## config.mk

```make
export PLATFORM = sky130hd
export DESIGN_NAME = psram_xfer_arb
export DESIGN_NICKNAME = d
export VERILOG_FILES = /design/src/rtl/psram_xfer_arb_pkg.sv /design/src/rtl/psram_arb_rr.sv /design/src/rtl/psram_xfer_arb.sv
export SDC_FILE = /design/constraint.sdc
export NUM_CORES = 1
export LEC_CHECK = 0
export BUFFER_PORTS_ARGS = -buffer_cell sky130_fd_sc_hd__buf_2
export CORE_AREA = 3 3 200 202
export DETAILED_ROUTE_END_ITERATION = 8
export DIE_AREA = 0 0 203 205
export PLACE_DENSITY_LB_ADDON = 0.05
export SYNTH_ARGS = -nofsm -noshare
export SYNTH_HDL_FRONTEND = slang
export SYNTH_SLANG_ARGS = --single-unit
export TNS_END_PERCENT = 50
```

## constraint.sdc

```tcl
create_clock -name clk_i -period 4.3 [get_ports clk_i]
set_input_delay 0.645 -clock clk_i [delete_from_list [all_inputs] [get_ports clk_i]]
set_output_delay 0.645 -clock clk_i [all_outputs]
set_load 0.005 [all_outputs]
```

## src/rtl/psram_xfer_arb_pkg.sv

```systemverilog
// Shared encodings and default widths for the PSRAM transfer arbiter.
package psram_xfer_arb_pkg;

  localparam int unsigned PSRAM_ADDR_W      = 32;
  localparam int unsigned PSRAM_DATA_W      = 64;
  localparam int unsigned PSRAM_TIMEOUT_CYC = 1024;

  localparam logic PSRAM_ARB_CFG = 1'b0;
  localparam logic PSRAM_ARB_BUS = 1'b1;

  typedef enum logic [1:0] {
    StIdle  = 2'd0,
    StIssue = 2'd1,
    StBusy  = 2'd2,
    StDone  = 2'd3
  } arb_state_e;

  function automatic logic [1:0] idx_to_onehot(input logic idx);
    return idx ? 2'b10 : 2'b01;
  endfunction

endpackage

```

## src/rtl/psram_arb_rr.sv

```systemverilog
// Two-way round-robin picker: on a tie the requester other than rr_i wins.
module psram_arb_rr
  import psram_xfer_arb_pkg::*;
(
  input  logic [1:0] req_i,
  input  logic       rr_i,
  output logic [1:0] gnt_o,
  output logic       gnt_idx_o
);

  always_comb begin
    gnt_idx_o = PSRAM_ARB_CFG;
    if (req_i == 2'b11) begin
      gnt_idx_o = ~rr_i;
    end else if (req_i[PSRAM_ARB_BUS]) begin
      gnt_idx_o = PSRAM_ARB_BUS;
    end
    gnt_o = (|req_i) ? idx_to_onehot(gnt_idx_o) : 2'b00;
  end

endmodule

```

## src/rtl/psram_xfer_arb.sv

```systemverilog
// CFG/BUS arbiter and sequencer for the psram_core transfer port.
// Optional watchdog enabled by defining PSRAM_ARB_TIMEOUT_EN.
module psram_xfer_arb
  import psram_xfer_arb_pkg::*;
#(
  parameter int unsigned ADDR_W      = PSRAM_ADDR_W,
  parameter int unsigned DATA_W      = PSRAM_DATA_W,
  parameter int unsigned TIMEOUT_CYC = PSRAM_TIMEOUT_CYC
) (
  input  logic                clk_i,
  input  logic                rst_n_i,
  input  logic                cfg_req_i,
  input  logic                cfg_rdwr_i,
  input  logic [ADDR_W-1:0]   cfg_addr_i,
  input  logic [DATA_W-1:0]   cfg_wdata_i,
  input  logic [DATA_W/8-1:0] cfg_wmask_i,
  output logic                cfg_ack_o,
  output logic [DATA_W-1:0]   cfg_rdata_o,
  input  logic                bus_req_i,
  input  logic                bus_rdwr_i,
  input  logic [ADDR_W-1:0]   bus_addr_i,
  input  logic [DATA_W-1:0]   bus_wdata_i,
  input  logic [DATA_W/8-1:0] bus_wmask_i,
  output logic                bus_ack_o,
  output logic [DATA_W-1:0]   bus_rdata_o,
  output logic                xfer_valid_o,
  output logic                xfer_rdwr_o,
  output logic                xfer_cfg_o,
  output logic [ADDR_W-1:0]   xfer_addr_o,
  output logic [DATA_W-1:0]   xfer_wdata_o,
  output logic [DATA_W/8-1:0] xfer_wmask_o,
  input  logic                xfer_ready_i,
  input  logic [DATA_W-1:0]   xfer_rdata_i,
  output logic                busy_o,
  output logic                err_o
);

  if (TIMEOUT_CYC < 2) begin : g_bad_timeout
    $error("TIMEOUT_CYC must be at least 2");
  end

  arb_state_e          state_q, state_d;
  logic                rr_q;
  logic                xfer_cfg_q, xfer_rdwr_q;
  logic [ADDR_W-1:0]   xfer_addr_q;
  logic [DATA_W-1:0]   xfer_wdata_q;
  logic [DATA_W/8-1:0] xfer_wmask_q;
  logic [DATA_W-1:0]   cfg_rdata_q, bus_rdata_q;
  logic [1:0]          gnt;
  logic                gnt_idx;
  logic                grant, capture, timeout;
  logic                win_idx;

  assign win_idx = xfer_cfg_q ? PSRAM_ARB_CFG : PSRAM_ARB_BUS;

  psram_arb_rr u_rr (
    .req_i     ({bus_req_i, cfg_req_i}),
    .rr_i      (rr_q),
    .gnt_o     (gnt),
    .gnt_idx_o (gnt_idx)
  );

`ifdef PSRAM_ARB_TIMEOUT_EN
  localparam int unsigned CntW = $clog2(TIMEOUT_CYC);
  localparam logic [CntW-1:0] CntMax = CntW'(TIMEOUT_CYC - 1);

  logic [CntW-1:0] cnt_q;
  logic            err_q;

  always_ff @(posedge clk_i or negedge rst_n_i) begin
    if (!rst_n_i) begin
      cnt_q <= '0;
      err_q <= 1'b0;
    end else begin
      err_q <= timeout;
      if (grant) begin
        cnt_q <= '0;
      end else if (state_q == StIssue || state_q == StBusy) begin
        cnt_q <= cnt_q + 1'b1;
      end
    end
  end

  assign timeout = (state_q == StIssue || state_q == StBusy) && (cnt_q == CntMax);
  assign err_o   = (state_q == StDone) && err_q;
`else
  assign timeout = 1'b0;
  assign err_o   = 1'b0;
`endif

  always_comb begin
    state_d = state_q;
    grant   = 1'b0;
    capture = 1'b0;
    unique case (state_q)
      StIdle: begin
        if (xfer_ready_i && |gnt) begin
          grant   = 1'b1;
          state_d = StIssue;
        end
      end
      StIssue: begin
        if (timeout) begin
          state_d = StDone;
        end else if (!xfer_ready_i) begin
          state_d = StBusy;
        end
      end
      StBusy: begin
        if (timeout) begin
          state_d = StDone;
        end else if (xfer_ready_i) begin
          capture = 1'b1;
          state_d = StDone;
        end
      end
      StDone:  state_d = StIdle;
      default: state_d = StIdle;
    endcase
  end

  always_ff @(posedge clk_i or negedge rst_n_i) begin
    if (!rst_n_i) begin
      state_q      <= StIdle;
      rr_q         <= PSRAM_ARB_BUS;
      xfer_cfg_q   <= 1'b0;
      xfer_rdwr_q  <= 1'b0;
      xfer_addr_q  <= '0;
      xfer_wdata_q <= '0;
      xfer_wmask_q <= '0;
    end else begin
      state_q <= state_d;
      if (state_q == StDone) begin
        rr_q <= win_idx;
      end
      if (grant) begin
        xfer_cfg_q   <= (gnt_idx == PSRAM_ARB_CFG);
        xfer_rdwr_q  <= gnt_idx ? bus_rdwr_i  : cfg_rdwr_i;
        xfer_addr_q  <= gnt_idx ? bus_addr_i  : cfg_addr_i;
        xfer_wdata_q <= gnt_idx ? bus_wdata_i : cfg_wdata_i;
        xfer_wmask_q <= gnt_idx ? bus_wmask_i : cfg_wmask_i;
      end
    end
  end

  // A timed-out transfer reports zero data even for writes.
  always_ff @(posedge clk_i or negedge rst_n_i) begin
    if (!rst_n_i) begin
      cfg_rdata_q <= '0;
      bus_rdata_q <= '0;
    end else if (timeout || (capture && xfer_rdwr_q)) begin
      if (win_idx == PSRAM_ARB_CFG) begin
        cfg_rdata_q <= timeout ? '0 : xfer_rdata_i;
      end else begin
        bus_rdata_q <= timeout ? '0 : xfer_rdata_i;
      end
    end
  end

  assign xfer_valid_o = (state_q == StIssue);
  assign busy_o       = (state_q != StIdle);
  assign cfg_ack_o    = (state_q == StDone) && (win_idx == PSRAM_ARB_CFG);
  assign bus_ack_o    = (state_q == StDone) && (win_idx == PSRAM_ARB_BUS);
  assign xfer_rdwr_o  = xfer_rdwr_q;
  assign xfer_cfg_o   = xfer_cfg_q;
  assign xfer_addr_o  = xfer_addr_q;
  assign xfer_wdata_o = xfer_wdata_q;
  assign xfer_wmask_o = xfer_wmask_q;
  assign cfg_rdata_o  = cfg_rdata_q;
  assign bus_rdata_o  = bus_rdata_q;

endmodule

```

=== After elaboration in Yosys (flattened, before gate mapping) ===
Cells that the tools add are included.

* Register bits: 237
* Input bits: 279
* Output and inout bits: 239
* Logic and storage cells: 47

* Eq/ne operators: 7
* Multiplexer cells: 17
* Bitwise operators: 3
* Reductions and logical operators: 11

{| class="wikitable"
|+ Operators by type and width
! operator !! count
|-
| 2-to-1 mux 64 bit || 1
|-
| 2-to-1 mux 32 bit || 1
|-
| 2-to-1 mux 2 bit || 5
|-
| 2-to-1 mux 1 bit || 8
|-
| 2-to-1 mux 8 bit || 1
|-
| one-hot mux 2 bit (4 select lines) || 1
|-
| == test 2 bit (second input constant) || 3
|-
| inequality test 2 bit (second input constant) || 3
|-
| logical AND 1 bit || 4
|-
| AND reduction 2 bit || 2
|-
| OR reduction 2 bit || 2
|-
| inverter 1 bit || 3
|-
| AND reduction 3 bit || 1
|-
| == test 2 x 1 -> 1 bit (second input constant) || 1
|-
| logical NOT 2 bit || 1
|-
| nonzero test 2 bit || 1
|}

=== Depth between registers and ports, before layout ===
Gate-level depths: netlist of the first run.

* Word-level depth: 8
* Gate-level depth with buffers: 8
* Mapped depth without buffers: 5

=== Hierarchy ===
Synthesis of the first run repeated with hierarchy kept, for this count alone.

* Cells, all modules: 757
* Area total of the unflattened synthesis: 10,248.6 µm²

{| class="wikitable"
|+ By module, submodules not included
! module !! times used !! cells an instance !! area each (µm²) !! seq. area each (µm²)
|-
| psram_xfer_arb || 1 || 753 || 10,222.3 || 5,931.9
|-
| psram_arb_rr || 1 || 4 || 26.3 || 0.0
|}

=== Worst setup path after synthesis of the first run ===
OpenSTA, ideal clock, no wires.

* Path type: input to register
* Start: in bus_req_i
* End: reg xfer_cfg_q, in the netlist xfer_cfg_o
* Data arrival time: 1.539 ns
* Data required time: 4.175 ns
* Setup slack: 2.637 ns
* Stages on the path: 4
* Path buffers: 2
* Cells stage by stage: o211ai_1 -> buf_4 -> buf_4 -> mux2_2

* Word-level cells in the longest chain between the ends: 8
* Elaborated cells on any way between the ends: 11

{| class="wikitable"
|+ RTL lines
! what !! RTL line !! source
|-
| from (decl) || psram_xfer_arb.sv:19 || <nowiki>input logic bus_req_i,</nowiki>
|-
| == test 2 bit / 2-to-1 mux 1 bit (equally long branches) || psram_arb_rr.sv:13, psram_arb_rr.sv:15 ||
|-
| 2-to-1 mux 1 bit || psram_arb_rr.sv:13 || <nowiki>if (req_i == 2'b11) begin</nowiki>
|-
| 2-to-1 mux 2 bit || psram_xfer_arb_pkg.sv:19 || <nowiki>return idx ? 2'b10 : 2'b01;</nowiki>
|-
| 2-to-1 mux 2 bit || psram_arb_rr.sv:18 || <nowiki>gnt_o = (|req_i) ? idx_to_onehot(gnt_idx_o) : 2'b00;</nowiki>
|-
| OR reduction 2 bit || psram_xfer_arb.sv:97 || <nowiki>if (xfer_ready_i && |gnt) begin</nowiki>
|-
| logical AND 1 bit || psram_xfer_arb.sv:97 ||
|-
| 2-to-1 mux 1 bit || psram_xfer_arb.sv:97 ||
|-
| 2-to-1 mux 1 bit || psram_xfer_arb.sv:95 || <nowiki>unique case (state_q)</nowiki>
|-
| to (signal assigned) || psram_xfer_arb.sv:137 || <nowiki>xfer_cfg_q <= (gnt_idx == PSRAM_ARB_CFG);</nowiki>
|-
| to (decl) || psram_xfer_arb.sv:44 || <nowiki>logic xfer_cfg_q, xfer_rdwr_q;</nowiki>
|}

Parallel ways exist; a longest one is shown, timed or not.
A chain may end at the register's enable or synchronous reset.

=== Final worst setup path of the first run ===
* Start: reg state_q[0]
* End: reg cfg_rdata_q[55], in the netlist cfg_rdata_o[55]

* Word-level cells in the longest chain between the ends: 4

{| class="wikitable"
|+ RTL lines
! what !! RTL line !! source
|-
| from (decl) || psram_xfer_arb.sv:42 || <nowiki>arb_state_e state_q, state_d;</nowiki>
|-
| from (signal assigned) || psram_xfer_arb.sv:124 || <nowiki>state_q <= StIdle;</nowiki>
|-
| from (signal assigned) || psram_xfer_arb.sv:132 || <nowiki>state_q <= state_d;</nowiki>
|-
| == test 2 bit || psram_xfer_arb.sv:95 ||
|-
| 2-to-1 mux 1 bit || psram_xfer_arb.sv:95 ||
|-
| logical AND 1 bit || psram_xfer_arb.sv:151 || <nowiki>end else if (timeout || (capture && xfer_rdwr_q)) begin</nowiki>
|-
| AND reduction 2 bit (no source line) || -- ||
|-
| to (signal assigned) || psram_xfer_arb.sv:153 || <nowiki>cfg_rdata_q <= timeout ? '0 : xfer_rdata_i;</nowiki>
|-
| to (decl) || psram_xfer_arb.sv:48 || <nowiki>logic [DATA_W-1:0] cfg_rdata_q, bus_rdata_q;</nowiki>
|}

No other way between the ends.

==> reports/summary.txt, run 1 <==
run status - finished clean
TritonCTS clock tree - done
reg2reg setup slack - 2.02 ns
Peak supply drop - 0.000262 V
routed wire length - 33100 um
H-tree depth - 1
Worst Path Required - 4.72 ns
min Tclk post-route - 2.28 ns
die area - 41600 um2
# Max-Cap Violations - 0
clock sinks - 237
Synth Warn # - 0
Worst Setup Start Kind - flip-flop
Sw Pwr - 2980 uW
DR pass1 iterations - 4
boundary pin count - 518
crit path max fanout - 26
# fillers - 4008
cts repair resizes - 0
Starting Density - 0.255
Area after DPL - 12900 um2
drt initial violations - 210
R2R depth - 5
fin. max-slew vios - 0
Flop pwr share - 0.409
hold crit path type - input pin to asynchronous set/reset pin
Clock Path Buffers - 3
Static Leak - 0.00760 uW
core area - 38500 um2
Power Density - 668 nW/um2
number of hold violations in the final report - 0
layout cells sized above 1 - 0.549
Port Buf Inserts - 516
Overall Global Routing Usage - 0.153
Post-route DRC - 0
Clock Latency Late Sink - 0.54 ns
vias in the first global route - 7962
Antenna Violating Nets Remaining - 0
Post-DP HPWL - 25000 um
Unique masters post-synth - 25
Worst-path clk slew - 0.06 ns
Clock Skew - 0.0115 ns
sequential area share after synthesis - 0.604
synthesized net count - 1039
post-DR vias/cell - 4.20
worst-margin pin slew - 0.804 ns
fmax - 439 MHz
Mapped Cells - 755
row cnt - 72
Nets - 1546
WL/cell - 18.3 um
post-route setup TNS - 0 ns
Cell Area, Synth - 9820 um2
Pint - 6300 uW
GR Overflow Total - 0
combinational share of power - 0.337
cts hold-fix bufs - 0
Num CTS Buffers - 29
P&R area growth vs syn - 41.2%
critical path class - flip-flop to flip-flop
global-route wire length before repair - 49300 um
Die X - 203 um
initial antenna violation count - 4
most frequent cells in the layout - buf_2 (515), dfrtp_1 (236), mux2_2 (130), nand2_1 (106), o21ai_0 (106)
pin count of the biggest net entering global routing - 128
#FFs+latches synth - 237
most common cell after layout, fill and taps aside - buf_2
clock power share - 0.254
Final Instance Area - 13900 um2
final period utilization - 0.530
RSZ-0062 raised after global routing - false
post-CTS setup buffer count - 0
CP endpoint kind - flip-flop
Die H - 205 um
Max-slew headroom - 0.464
Avg Inst Size Synth - 13.0 um2
Sw Share - 0.321
Worst EP arrival - 2.70 ns
vias - 7591
RePlAce Congestion - 0.757
Final setup viols - 0
Root Driver - clkbuf_16
stage by stage:
step           hold slack (ns)  power, uW   util  worst slack (ns)  instances
4_1_cts                  0.156       9500  0.360              1.95       1800
2_1_floorplan            0.349       5250      -              2.64        755
3_5_place_dp             0.465       7070  0.336              1.92       1749
6_report                 0.108       9270  0.361              2.02       1806
3_3_place_gp             0.458       7030  0.336              1.93       1749
5_1_grt                  0.171       9980  0.360              1.87       1803
kinds of logic (layout without fill, tap and decap cells):
family / Yosys count / in the layout / share of synthesized area
DFF: 237 / 237 / 0.604
muxes: 235 / 235 / 0.256
and+or+nand+nor: 114 / 114 / 0.0461
AOI/OAI and AO/OA: 111 / 111 / 0.0583
buffers and inverters: 52 / 579 / 0.0289
adders and majority gates: 5 / 5 / 0.00637
other: 1 / 7 / 0.000382
cells in the mapped netlist:
| master | n | area (um2) |
|---|---|---|
| a211oi_1 | 1 | 7.51 |
| clkbuf_1 | 11 | 41.3 |
| nand4b_1 | 1 | 8.76 |
| mux2i_1 | 105 | 1050 |
| dfstp_2 | 1 | 26.3 |
| conb_1 | 1 | 3.75 |
| and2_1 | 1 | 6.26 |
| o32ai_1 | 1 | 8.76 |
| nand2_1 | 106 | 398 |
| buf_4 | 4 | 30.0 |
| inv_1 | 3 | 11.3 |
| nand4_2 | 1 | 12.5 |
| nor2b_1 | 1 | 6.26 |
| nor3b_1 | 1 | 7.51 |
| a2bb2oi_1 | 1 | 8.76 |
| o21ai_0 | 106 | 531 |
| o211ai_1 | 1 | 7.51 |
| ha_1 | 5 | 62.6 |
| buf_6 | 5 | 56.3 |
| nand2b_1 | 1 | 6.26 |
| buf_2 | 29 | 145 |
| nor2_1 | 2 | 7.51 |
| mux2_2 | 130 | 1460 |
| dfrtp_1 | 236 | 5910 |
| a21bo_2 | 1 | 10.0 |
registers in the layout, indices dropped and copies added, names as in the netlist:
signal,count
rr_q,1
xfer_addr_o,32
cfg_rdata_o,64
xfer_wdata_o,64
xfer_rdwr_o,1
state_q,2
xfer_cfg_o,1
bus_rdata_o,64
xfer_wmask_o,8
area by class of cell:
type | count | area (um2) | area share
flip-flops and latches | 237 | 5930 | 0.428
repair buffers | 525 | 2720 | 0.196
clock inverters | 10 | 81.3 | 0.00586
diodes | 6 | 15.0 | 0.00108
well taps | 518 | 648 | 0.0467
multi-input cells | 466 | 3620 | 0.261
inverters | 3 | 11.3 | 0.000812
clock buffers | 41 | 841 | 0.0606
power by group through the flow:
stage	Clock (uW)	Combinational [uW]	Sequential (uW)
after floorplan	0	1340	3910
after global placement	0	3210	3820
after detailed placement	0	3240	3830
after CTS	2460	3230	3810
after global routing	2560	3480	3940
final	2350	3120	3790
per-layer routing:
metal	routed length, um	share of wire	track usage	vias up
li1	-	-	-	3652
met1	13200	0.40	0.182	3587
met2	16400	0.49	0.266	310
met3	2720	0.082	0.0480	42
met4	770	0.023	0.0416	0
met5	0	0	0	-
critical path, cell delays in order (launching register included):
cell,delay [ns]
dfrtp_1,0.41
inv_1,0.12
ha_1,0.28
nand4_4,0.52
buf_4,0.49
mux2_2,0.33
path summary, 6_finish.rpt:
check / endpoint / startpoint
setup / recovery: cfg_rdata_o[55] / state_q[0]
hold / removal: bus_rdata_o[5] / rst_n_i
setup reg to reg: cfg_rdata_o[55] / state_q[0]
hold reg to reg: xfer_wdata_o[15] / xfer_wdata_o[15]
max in group asynchronous: bus_rdata_o[18] / rst_n_i
min in group clk_i: cfg_rdata_o[61] / xfer_rdata_i[61]
Power figures use the tool's default switching activity.
==> run 2, diff against run 1 <==
ABC_AREA = 1   (was default)
CORE_AREA = 3 3 198 200   (was 3 3 200 202)
DIE_AREA = 0 0 201 203   (was 0 0 203 205)
clock period = 1.93 ns   (was 4.3 ns; I/O delays follow)
==> run 2 against run 1 <==
Effect of this change:
- first-iteration DRC count up 77%
- sequential share of layout area decreased by 3.0 points
- flip-flop and latch count unchanged
- critical path depth down 1
- clock power increased by 130%
- wire length grew 18%
- sequential power up 120%
- count of clock-buffer cells in the layout is 1 lower
- setup slack got worse by 1.9 ns
- global-route usage is 3.4 points higher
- non-clock buffer count grew 54
- largest power group unchanged
==> reports/summary.txt, run 2 <==
run status - finished clean
post-DR vias/cell - 4.31
Unique masters post-synth - 18
CP endpoint kind - primary output
row cnt - 71
Post-DP HPWL - 29600 um
Worst Path Required - 1.64 ns
clock sinks - 237
reg2reg setup slack - 0.33 ns
core area - 37600 um2
hold crit path type - input pin to flip-flop
RR Endpoint - xfer_wdata_o[19]
Crit path top cell by count - inv_1
pin count of the biggest net entering global routing - 85
Clock Path Buffers - 3
R2R depth - 7
Overall Global Routing Usage - 0.186
Post-synth EDFFs - 0
#FFs+latches synth - 237
Hold Path Stages - 3
top cell type's share of synthesized area - 0.568
Die H - 203 um
WL/cell - 16.6 um
drt initial violations - 371
most common library cells after synthesis - nand2_1 (665), dfrtp_1 (236), o21ai_0 (130), nand3_1 (107), inv_1 (71)
Peak supply drop - 0.000597 V
crit path max fanout - 4
Synth Area in Simple Gates - 0.295
post-CTS setup buffer count - 0
Static Leak - 0.00881 uW
r2r startpoint - state_q[1]
vias in the first global route - 10445
final period utilization - 0.920
vias - 10204
synth top area cells - dfrtp_1 (57%), nand2_1 (24%), o21ai_0 (6.3%)
Final Power - 20600 uW
Main synth FF type - dfrtp_1
Worst-path clk slew - 0.06 ns
initial antenna violation count - 5
Nets - 2118
mux cell area share after synthesis - 0
Clock Skew - 0.0126 ns
post-route setup TNS - 0 ns
Root Driver - clkbuf_16
Worst Setup Start Kind - flip-flop
H-tree depth - 1
routed wire length - 39300 um
fmax - 563 MHz
Final setup viols - 0
Post-route DRC - 0
Adder-Cell Fraction of Synth Area - 0.00601
global-route wire length before repair - 60500 um
critical path class - flip-flop to primary output
number of hold violations in the final report - 0
layout cells sized above 1 - 0.322
Antenna Violating Nets Remaining - 0
Worst Setup EP - busy_o
Power Density - 1380 nW/um2
Starting Density - 0.277
Num CTS Buffers - 29
FFs w/ async S/R, synth - 1.00
post-synthesis compound-gate area fraction - 0.0634
Port Buf Inserts - 516
synthesized net count - 1593
most common cell after layout, fill and taps aside - nand2_1
slowest CP cell - dfrtp_1
most numerous cell in the Yosys netlist - nand2_1
RePlAce Congestion - 0.833
GR Overflow Total - 0
CP max stage delay - 0.40 ns
post-synth top area cell - dfrtp_1
xor and xnor area share after synthesis - 0
Cell Area, Synth - 10400 um2
RSZ-0062 raised after global routing - false
Die X - 201 um
Mapped Cells - 1309
boundary pin count - 518
Synth Warn # - 0
main combinational cell family by area after synthesis - simple AND/OR/NAND/NOR gates
DR pass1 iterations - 5
TritonCTS clock tree - done
Avg Inst Size Synth - 7.95 um2
die area - 40800 um2
fin. max-slew vios - 0
sequential area share after synthesis - 0.570
min Tclk post-route - 1.78 ns
# Max-Cap Violations - 0
Worst EP arrival - 1.49 ns
most frequent cells in the layout - nand2_1 (663), buf_2 (514), dfrtp_1 (236), o21ai_0 (130), nand3_1 (107)
Clock Latency Late Sink - 0.53 ns
crit-path cells - inv_1, ha_1, inv_1, buf_2
crit path launch - state_q[1]
P&R area growth vs syn - 43.5%
## run 2: worst max-delay path, delay by kind of cell (launching register included)
family / cells / cell delay (ns)
adder cells (fa/ha/maj): 1 / 0.20
buffers and inverters: 3 / 0.36
flip-flops: 1 / 0.40
## run 2: layer usage
layer | GRT usage | vias to the layer above | share of wire
met2 | 0.324 | 341 | 0.49
met5 | 0 | - | 0
met1 | 0.225 | 4694 | 0.40
li1 | - | 5107 | -
met4 | 0.0590 | 0 | 0.028
met3 | 0.0503 | 62 | 0.073
## run 2: cells by family (layout without fill, tap and decap cells)
| kind of cell | after synthesis | in the layout |
|---|---|---|
| compound gates | 131 | 131 |
| fa+ha+maj | 5 | 5 |
| buf+inv | 157 | 701 |
| flops | 237 | 237 |
| other cells | 1 | 6 |
| simple gates | 778 | 778 |
## run 2: through the flow
stage | setup slack, ns | cell area, um2 | utilization | std cells | hold WS (ns)
final | 0.154 | 14900 | 0.397 | 2369 | 0.0328
after CTS | 0.104 | 14900 | 0.397 | 2364 | 0.00195
after detailed placement | 0.334 | 13600 | 0.363 | 2281 | 0.233
after global placement | 0.392 | 13600 | 0.363 | 2281 | 0.232
after floorplan | 0.444 | 10400 | - | 1309 | -0.00609
after global routing | 0.0175 | 14900 | 0.397 | 2369 | 0.0126
## run 2: worst min-delay path by stage
stage | from | endpoint | slack (ns)
detailed placement | rst_n_i | bus_rdata_o[23] | 0.23
finish | xfer_rdata_i[2] | cfg_rdata_o[2] | 0.03
floorplan | rst_n_i | bus_rdata_o[0] | -0.006
CTS | xfer_rdata_i[2] | cfg_rdata_o[2] | 0.002
global placement | rst_n_i | bus_rdata_o[23] | 0.23
global route | xfer_rdata_i[2] | cfg_rdata_o[2] | 0.01
## run 2: repair_timing
item,in CTS,in global routing
hold buffers,33,0
gates resized for setup,0,0
endpoints found under the hold margin,83,0
setup endpoints to repair,0,0
## run 2: layout make-up
type | count | area (um2)
antenna | 5 | 12.5
inverter | 72 | 272
fill | 4119 | 22600
sequential | 237 | 5930
multi-input combinational | 915 | 3810
clock inverter | 10 | 125
clock buffer | 40 | 817
tap | 511 | 639
timing repair buffer | 579 | 3330
## run 2: where the power goes
part / internal [uW] / switching, uW
clock: 3320 / 2080
combinational: 2970 / 4010
sequential: 7080 / 1120
